## config.mk

```make
export PLATFORM = sky130hd
export DESIGN_NAME = ps2_keyboard_events
export DESIGN_NICKNAME = d
export VERILOG_FILES = /design/src/rtl/ps2_pkg.sv /design/src/rtl/ps2_event_fifo.sv /design/src/rtl/ps2_keyboard_events.sv
export SDC_FILE = /design/constraint.sdc
export NUM_CORES = 1
export LEC_CHECK = 0
export ABC_AREA = 1
export ABC_CLOCK_PERIOD_IN_PS = 4500
export BUFFER_PORTS_ARGS = -buffer_cell sky130_fd_sc_hd__buf_2
export CAP_MARGIN = 5
export CORE_MARGIN = 5
export CORE_UTILIZATION = 63
export DETAILED_ROUTE_END_ITERATION = 10
export PLACE_DENSITY_LB_ADDON = 0.2
export SKIP_CTS_REPAIR_TIMING = 1
export SYNTH_ARGS = -nofsm -noshare
export SYNTH_HDL_FRONTEND = slang
export SYNTH_SLANG_ARGS = --single-unit
export TNS_END_PERCENT = 10
```

## constraint.sdc

```tcl
create_clock -name CLK -period 4.5 [get_ports CLK]
set_input_delay 0.9 -clock CLK [delete_from_list [all_inputs] [get_ports CLK]]
set_output_delay 0.9 -clock CLK [all_outputs]
set_load 0.05 [all_outputs]
```

## src/rtl/ps2_pkg.sv

```systemverilog
// ps2_pkg: shared PS/2 constants, decoder states and the event record layout
package ps2_pkg;
    localparam logic [7:0] PS2_EXTENDED = 8'hE0;
    localparam logic [7:0] PS2_RELEASED = 8'hF0;
    localparam logic [7:0] KEY_UP    = 8'h75;
    localparam logic [7:0] KEY_DOWN  = 8'h72;
    localparam logic [7:0] KEY_LEFT  = 8'h6B;
    localparam logic [7:0] KEY_RIGHT = 8'h74;
    localparam int EV_W = 10;
    typedef enum logic [1:0] {IDLE, PRE_E0, PRE_F0, PRE_E0F0} dec_state_t;
    typedef struct packed {
        logic       ext;
        logic       rel;
        logic [7:0] code;
    } ps2_event_t;
endpackage

```

## src/rtl/ps2_event_fifo.sv

```systemverilog
// ps2_event_fifo: first-word-fall-through event queue with wrap-bit pointers
// Ports: clk/rst_n clock and async active-low reset; push/din write side;
//   pop/dout read side (dout shows the head while !empty); empty/full status.
module ps2_event_fifo #(
    parameter int FIFO_DEPTH = 8,
    parameter int EV_W       = 10
) (
    input  logic            clk,
    input  logic            rst_n,
    input  logic            push,
    input  logic [EV_W-1:0] din,
    input  logic            pop,
    output logic [EV_W-1:0] dout,
    output logic            empty,
    output logic            full
);
    localparam int AW = $clog2(FIFO_DEPTH);
    logic [EV_W-1:0] mem [FIFO_DEPTH];
    logic [AW:0] wptr, rptr;
    logic do_push, do_pop;
    assign empty   = wptr == rptr;
    assign full    = wptr == {~rptr[AW], rptr[AW-1:0]};
    assign do_pop  = pop && !empty;
    // a pop in the same cycle frees the slot, so a full push still succeeds
    assign do_push = push && (!full || do_pop);
    assign dout    = mem[rptr[AW-1:0]];
    always_ff @(posedge clk)
        if (do_push) mem[wptr[AW-1:0]] <= din;
    always_ff @(posedge clk or negedge rst_n) begin
        if (!rst_n) begin
            wptr <= '0;
            rptr <= '0;
        end else begin
            if (do_push) wptr <= wptr + 1'b1;
            if (do_pop) rptr <= rptr + 1'b1;
        end
    end
endmodule

```

## src/rtl/ps2_keyboard_events.sv

```systemverilog
// ps2_keyboard_events: PS/2 keyboard receiver producing queued make/break events and arrow-key state
// Ports: CLK/reset_n board clock and async active-low reset; PS2_CLK/PS2_DATA raw keyboard lines;
//   ev_valid/ev_ready/ev_code/ev_ext/ev_release head-of-queue event handshake;
//   clr_overflow/overflow sticky drop flag; frame_err one-cycle bad frame/timeout pulse;
//   arrows_held {up,down,left,right} live held state.
module ps2_keyboard_events
    import ps2_pkg::*;
#(
    parameter int CLK_DIV       = 250,
    parameter int TIMEOUT_TICKS = 4000,
    parameter int FIFO_DEPTH    = 8,
    parameter int FILTER_REPEAT = 1
) (
    input  logic       CLK,
    input  logic       reset_n,
    input  logic       PS2_CLK,
    input  logic       PS2_DATA,
    input  logic       ev_ready,
    input  logic       clr_overflow,
    output logic       ev_valid,
    output logic [7:0] ev_code,
    output logic       ev_ext,
    output logic       ev_release,
    output logic       frame_err,
    output logic       overflow,
    output logic [3:0] arrows_held
);
    localparam int DW = $clog2(CLK_DIV);
    localparam int TW = $clog2(TIMEOUT_TICKS + 1);
    localparam logic [DW-1:0] DIV_MAX = DW'(CLK_DIV - 1);
    localparam logic [TW-1:0] TMO_MAX = TW'(TIMEOUT_TICKS - 1);
    logic [1:0] clk_sync, dat_sync;
    logic [DW-1:0] div_cnt;
    logic tick, clk_prev, fall, frame_ok, rx_valid;
    // holds the last ten received bits; start bit is checked before it shifts out
    logic [9:0] shift;
    logic [7:0] rx_byte;
    logic [3:0] bit_cnt;
    logic [TW-1:0] tmo_cnt;
    dec_state_t state, state_n;
    logic emit, held_valid, held_match, pass;
    ps2_event_t emit_ev, push_ev, head;
    logic [8:0] held_key;
    logic [3:0] arrow_hit;
    logic push, pop, empty, full;
    assign tick     = div_cnt == DIV_MAX;
    assign fall     = tick && clk_prev && !clk_sync[1];
    assign frame_ok = !shift[0] && dat_sync[1] && ^shift[9:1];
    assign rx_byte  = shift[7:0];
    always_ff @(posedge CLK or negedge reset_n) begin
        if (!reset_n) begin
            clk_sync <= 2'b11;
            dat_sync <= 2'b11;
            div_cnt  <= '0;
        end else begin
            clk_sync <= {clk_sync[0], PS2_CLK};
            dat_sync <= {dat_sync[0], PS2_DATA};
            div_cnt  <= tick ? '0 : div_cnt + 1'b1;
        end
    end
    always_ff @(posedge CLK or negedge reset_n) begin
        if (!reset_n) begin
            clk_prev  <= 1'b1;
            shift     <= '0;
            bit_cnt   <= '0;
            tmo_cnt   <= '0;
            rx_valid  <= 1'b0;
            frame_err <= 1'b0;
        end else begin
            rx_valid  <= 1'b0;
            frame_err <= 1'b0;
            if (tick) clk_prev <= clk_sync[1];
            if (fall) begin
                shift     <= {dat_sync[1], shift[9:1]};
                tmo_cnt   <= '0;
                bit_cnt   <= bit_cnt == 4'd10 ? 4'd0 : bit_cnt + 4'd1;
                rx_valid  <= bit_cnt == 4'd10 && frame_ok;
                frame_err <= bit_cnt == 4'd10 && !frame_ok;
            end else if (tick && bit_cnt != 4'd0) begin
                tmo_cnt <= tmo_cnt + 1'b1;
                if (tmo_cnt == TMO_MAX) begin
                    bit_cnt   <= '0;
                    tmo_cnt   <= '0;
                    frame_err <= 1'b1;
                end
            end
        end
    end
    always_ff @(posedge CLK or negedge reset_n)
        if (!reset_n) state <= IDLE;
        else state <= state_n;
    // prefix bytes arriving after F0 are ignored; any error drops a pending prefix
    always_comb begin
        state_n      = state;
        emit         = 1'b0;
        emit_ev      = '0;
        emit_ev.code = rx_byte;
        if (frame_err) state_n = IDLE;
        else if (rx_valid) begin
            if (rx_byte == PS2_EXTENDED) state_n = state == IDLE ? PRE_E0 : state;
            else if (rx_byte == PS2_RELEASED)
                state_n = state == IDLE ? PRE_F0 : state == PRE_E0 ? PRE_E0F0 : state;
            else begin
                state_n     = IDLE;
                emit        = 1'b1;
                emit_ev.ext = state == PRE_E0 || state == PRE_E0F0;
                emit_ev.rel = state == PRE_F0 || state == PRE_E0F0;
            end
        end
    end
    assign held_match = held_valid && held_key == {emit_ev.ext, emit_ev.code};
    assign pass       = emit && (emit_ev.rel || FILTER_REPEAT == 0 || !held_match);
    assign arrow_hit  = {4{emit && emit_ev.ext}} &
                        {rx_byte == KEY_UP, rx_byte == KEY_DOWN, rx_byte == KEY_LEFT, rx_byte == KEY_RIGHT};
    assign pop        = ev_valid && ev_ready;
    always_ff @(posedge CLK or negedge reset_n) begin
        if (!reset_n) begin
            push        <= 1'b0;
            push_ev     <= '0;
            held_valid  <= 1'b0;
            held_key    <= '0;
            arrows_held <= '0;
            overflow    <= 1'b0;
        end else begin
            push    <= pass;
            push_ev <= emit_ev;
            if (emit && !emit_ev.rel) begin
                held_valid <= 1'b1;
                held_key   <= {emit_ev.ext, emit_ev.code};
            end else if (emit && held_match) held_valid <= 1'b0;
            arrows_held <= emit_ev.rel ? arrows_held & ~arrow_hit : arrows_held | arrow_hit;
            overflow    <= (push && full && !pop) || (overflow && !clr_overflow);
        end
    end
    ps2_event_fifo #(.FIFO_DEPTH(FIFO_DEPTH), .EV_W(EV_W)) u_fifo (
        .clk  (CLK),
        .rst_n(reset_n),
        .push (push),
        .din  (push_ev),
        .pop  (pop),
        .dout (head),
        .empty(empty),
        .full (full)
    );
    // head contents are only meaningful while the queue holds an entry
    assign ev_valid   = !empty;
    assign ev_code    = ev_valid ? head.code : 8'h00;
    assign ev_ext     = ev_valid && head.ext;
    assign ev_release = ev_valid && head.rel;
endmodule
```

Word level (Yosys, flattened, before mapping)

Memory sizes are Yosys's and may differ from the RTL's.
Cells that the tools add are included.

$add $sub $neg: 5
Equality and inequality tests: 17
Mux-type cells: 33
Bitwise gates (word level): 5
Reduce and logical (&&, ||, !) cells: 43

Operators with widths:

| kind                                                                   | number |
|---|---|
| 12-bit 2-to-1 mux                                                      | 3 |
| 8-bit by 7-bit equality test with 1-bit output (second input constant) | 4 |
| 8-bit equality test (second input constant)                            | 3 |
| 2-bit 2-to-1 mux                                                       | 11 |
| 1-bit logical AND                                                      | 20 |
| 4-bit 2-to-1 mux                                                       | 5 |
| 8-bit 2-to-1 mux                                                       | 2 |
| 12-bit by 1-bit adder with 12-bit output (second input constant)       | 1 |
| 4-bit by 1-bit adder with 4-bit output (second input constant)         | 3 |
| 12-bit equality test (second input constant)                           | 1 |
| 1-bit 2-to-1 mux                                                       | 12 |
| 9-bit equality test                                                    | 1 |
| 1-bit logical NOT                                                      | 9 |
| 9-bit XOR reduction                                                    | 1 |
| 8-bit by 1-bit adder with 8-bit output (second input constant)         | 1 |
| 4-bit bitwise AND                                                      | 2 |
| 4-bit equality test                                                    | 2 |
| 2-bit nonzero test                                                     | 4 |
| 1-bit logical OR                                                       | 5 |
| 2-bit equality test (second input constant)                            | 2 |
| 4-bit equality test (second input constant)                            | 1 |
| 4-bit by 3-bit != test with 1-bit output (second input constant)       | 1 |
| 4-bit inverter                                                         | 1 |
| 4-bit OR                                                               | 1 |
| 7 further kinds                                                        | 7 |

Bits in registers: 77
RAM bits: 80
Input port bits: 6
Output and inout port bits: 17
Word-level logic and storage cells: 124
Memories: 1

Memory list:

| memory     | words | width | read ports | clocked after Yosys merged registers in | write ports | RTL line             | source |
|---|---|---|---|---|---|---|---|
| u_fifo.mem | 8     | 10    | 1          | 0                                       | 1           | ps2_event_fifo.sv:18 | `logic [EV_W-1:0] mem [FIFO_DEPTH];` |

Depth between registers and ports, before layout

Depth after elaboration: 11
Mapped depth: 12
Depth with buffers taken out: 12

Hierarchy

Synthesis repeated with hierarchy kept, for this count alone.

Cells, all modules: 716
Area total of the unflattened synthesis: 7,230.7 um^2

Modules (own cells, without submodules):

| module              | times used | cells an instance | area each (um^2) | sequential area each (um^2) |
|---|---|---|---|---|
| ps2_event_fifo      | 1          | 307               | 3,659.8          | 2,602.5 |
| ps2_keyboard_events | 1          | 409               | 3,570.9          | 1,732.9 |

Worst setup path before layout

Ideal clock, no wire load.

Path type: register to output
Start: reg u_fifo.rptr[0]
End: out ev_code[0]
Arrival time: 2,030 ps
Data required time: 3,600 ps
Slack: 1,570 ps
Stages on the path, launching flop included: 10
Buffers on the path: 2
Path through: dfrtp_1 buf_2 inv_1 nand2_1 nand4_1 nor2_1 nand2_1 buf_2 o21ai_0 nor2_1

Word-level cells in the longest chain between the ends: 2
Elaborated cells between the ends (all ways): 3
Those cells by class: eq/ne (1); mux (1); memory (1)

RTL lines:

| what                                                            | RTL line                   | source |
|---|---|---|
| start, declared                                                 | ps2_event_fifo.sv:19       | `logic [AW:0] wptr, rptr;` |
| start signal, assigned                                          | ps2_event_fifo.sv:35       | `if (do_pop) rptr <= rptr + 1'b1;` |
| memory 8 x 10 bit / 4-bit equality test (equally long branches) | -                          |  |
| 8-bit 2-to-1 mux (*)                                            | ps2_keyboard_events.sv:147 | `assign ev_code = ev_valid ? head.code : 8'h00;` |
| end, declared                                                   | ps2_keyboard_events.sv:21  | `output logic [7:0] ev_code,` |

Mark *: on every way between the ends. The rest lies on a longest branch, timed or not.

Worst setup path after layout

Start: reg u_fifo.rptr[1]
End: out ev_ext

Word-level cells in the longest chain between the ends: 3
Elaborated cells between the ends (all ways): 4
Those cells by class: eq/ne (1); reduce/logical (2); memory (1)

RTL lines:

| what                                                                      | RTL line                   | source |
|---|---|---|
| parallel branches: the longest is 2 deep, another holds memory 8 x 10 bit | -                          |  |
| 1-bit logical AND (*)                                                     | ps2_keyboard_events.sv:148 | `assign ev_ext = ev_valid && head.ext;` |
| end, declared                                                             | ps2_keyboard_events.sv:22  | `output logic ev_ext,` |

Mark *: on every way between the ends.

==> impl_metrics.json <==
{
  "status": "finished, final reports clean",
  "initial_core_util_pct": 64.0,
  "layout-drive-gt1-share_pct": 12.6,
  "synthArstFlopShare_pct": 49.0,
  "clock_latency_ns": 0.53,
  "synth.net_count": 679,
  "finalSetupViolCount": 0,
  "grt_pass1_wl_um": 22700,
  "sequentialPowerShare_pct": 39.0,
  "r2r_setup_slack_ns": 1.74,
  "detailed_place_hpwl_um": 8850,
  "setup_tns_ns": 0,
  "syn_to_final_growth_pct": 10.7,
  "final_cell_mix": "nand2_1, nor2_1, o21ai_0",
  "synth_area_um2": 6870,
  "ctsLongestPathBuffers": 2,
  "power_density_nw_per_um2": 527,
  "drv_slew": 0,
  "clk_pin_slew_ns": 0.07,
  "core_um2": 10700,
  "layout_commonest_cell": "nand2_1",
  "num_antenna_cells": 0,
  "endpoint_kind": "output port",
  "final.min_clock_period_ns": 3.47,
  "viasPerCell": 5.69,
  "final_antenna_net_count": 0,
  "preCtsSetupSlack_ns": 1.65,
  "fin_total_pwr_uw": 4010,
  "skew_ns": 0.0118,
  "ys_top_cells_by_area": "edfxtp_1, dfrtp_1, o21ai_0, nand2_1, nor2_1",
  "synth.distinct_cells": 35,
  "io-pin-count": 23,
  "drt_iter0_markers": 420,
  "seq_area_frac_synth_pct": 63.1,
  "fin_ws_ns": 1.03,
  "cts_tree": "done",
  "cts_made_buffers": 17,
  "startpoint_type": "flip-flop",
  "worst_slew_pin_slew_ns": 1.11,
  "rows": 38,
  "p_leak_uw": 0.00339,
  "layout.nets": 700,
  "placed_cells": 807,
  "antenna_found_initial": 0,
  "drc": 0,
  "syn_inst": 665,
  "ys.flop_type": "edfxtp_1",
  "synth_enable_flop_cells": 80,
  "drt_wl_total_um": 13500,
  "routed-via-count": 4776,
  "critPathArrivalTime_ns": 2.57,
  "maxSlewHeadroom_pct": 25.7,
  "clock_sink_count": 157,
  "rsz0062_at_grt": "no",
  "cap_violations": 0,
  "h-tree-depth": 4,
  "grt_use_total_pct": 22.3,
  "wl_per_cell_um": 16.1,
  "grt_overflow": 0,
  "dieHeight_um": 114,
  "cp.required_ns": 3.60,
  "synth_top_cell_by_area": "edfxtp_1",
  "fp.dieW_um": 114,
  "first_pass_iters": 5,
  "numPortBuffers": 22,
  "clockRootBuffer": "clkbuf_8",
  "period_share_pct": 77.1,
  "fmax_ghz": 0.288,
  "vdd_ir_drop_max_v": 0.000594,
  "hold_path.class": "flip-flop to flip-flop",
  "ys_ff_latch": 157,
  "gp_congestion": 0.853,
  "finalNonFillerCells": 839,
  "p_sw_uw": 1380,
  "worstSetupPathType": "flip-flop to output port",
  "cp_max_fo": 22,
  "internal_power_uw": 2630,
  "netlist.area_leader.share_pct": 35.0,
  "finalHoldViolations": 0,
  "avgSynthCellArea_um2": 10.3,
  "pwr-share-clk_pct": 33.4,
  "switching_share_pct": 34.4,
  "die_area_um2": 13100,
  "grt_max_degree": 78,
  "grt_pass1_vias": 4821,
  "yosys_warnings": 0,
  "pwr-share-comb_pct": 27.6
}
layout make-up:
cell class	count	area, µm²
clock buffers	24	460
clock inverters	8	93.8
fillers	765	3140
inverters	53	201
multi-input cells	431	2200
flip-flops and latches	157	4340
well taps	140	175
repair buffers	26	143
kinds of logic after synthesis:
family	count (synthesis)	synth area share, %
simple gates	270	17.2
fa+ha+maj	8	1.46
compound gates	129	10.2
buf+inv	77	4.93
flops	157	63.1
xor+xnor	24	3.06
critical path, stage by stage, from the launching register on:
cell	delay, ns
dfrtp_1	0.38
inv_1	0.47
nand2_1	0.11
nand4_1	0.13
nor2_1	0.07
nand2_1	0.31
o21ai_0	0.17
nor2_1	0.13
buf_2	0.27
metrics by stage:
stage,hold WS (ns),area [µm²],utilization [%]
after CTS,0.356,7610,70.8
after detailed placement,0.347,7050,65.6
after global placement,0.347,7050,65.6
final,0.355,7610,70.8
after global routing,0.359,7610,70.8
after floorplan,0.345,6870,-
metal layers:
layer	global-route usage (%)	vias up	wire length (µm)
met4	9.42	0	291
met1	26.1	2290	5350
met3	5.81	24	755
li1	-	2301	-
met2	38.8	161	7130
met5	0	-	0
registers in the layout (all words and copies together), names as in the netlist, 4 cells and up, named ones only:
signal,cells
u_fifo.rptr,4
held_key,9
u_fifo.mem,80
bit_cnt,4
div_cnt,8
shift,10
tmo_cnt,12
push_ev,10
u_fifo.wptr,4
worst paths after layout:
path | cells after the start | from | endpoint
setup / recovery | 8 | u_fifo.rptr[1] | ev_ext
hold / removal | 0 | dat_sync[0] | dat_sync[1]
setup reg to reg | 9 | u_fifo.rptr[1] | u_fifo.mem[4][9]
hold reg to reg | 0 | dat_sync[0] | dat_sync[1]
max in group asynchronous | 1 | reset_n | push_ev[2]
min in group asynchronous | 1 | reset_n | u_fifo.rptr[1]
Yosys cell counts, types with 6 or more instances:
| library cell | instances |
|---|---|
| nand3_1 | 20 |
| clkbuf_1 | 13 |
| inv_1 | 49 |
| ha_1 | 8 |
| o22ai_1 | 21 |
| nand2_1 | 106 |
| nor3_1 | 9 |
| xor2_1 | 19 |
| a21oi_1 | 12 |
| o21ai_2 | 8 |
| nand4_1 | 13 |
| o21ai_1 | 6 |
| nor2_1 | 96 |
| o21ai_0 | 81 |
| edfxtp_1 | 80 |
| dfrtp_1 | 72 |
| nor4_1 | 6 |
power groups by stage:
stage | Sequential (µW) | Clock (µW) | Combinational, µW
after floorplan | 1570 | 0 | 853
after global placement | 1580 | 0 | 1070
after detailed placement | 1590 | 0 | 1100
after CTS | 1560 | 1370 | 1110
after global routing | 1560 | 1430 | 1200
final | 1560 | 1340 | 1110
No activity file was read; power rests on OpenSTA's default activity.
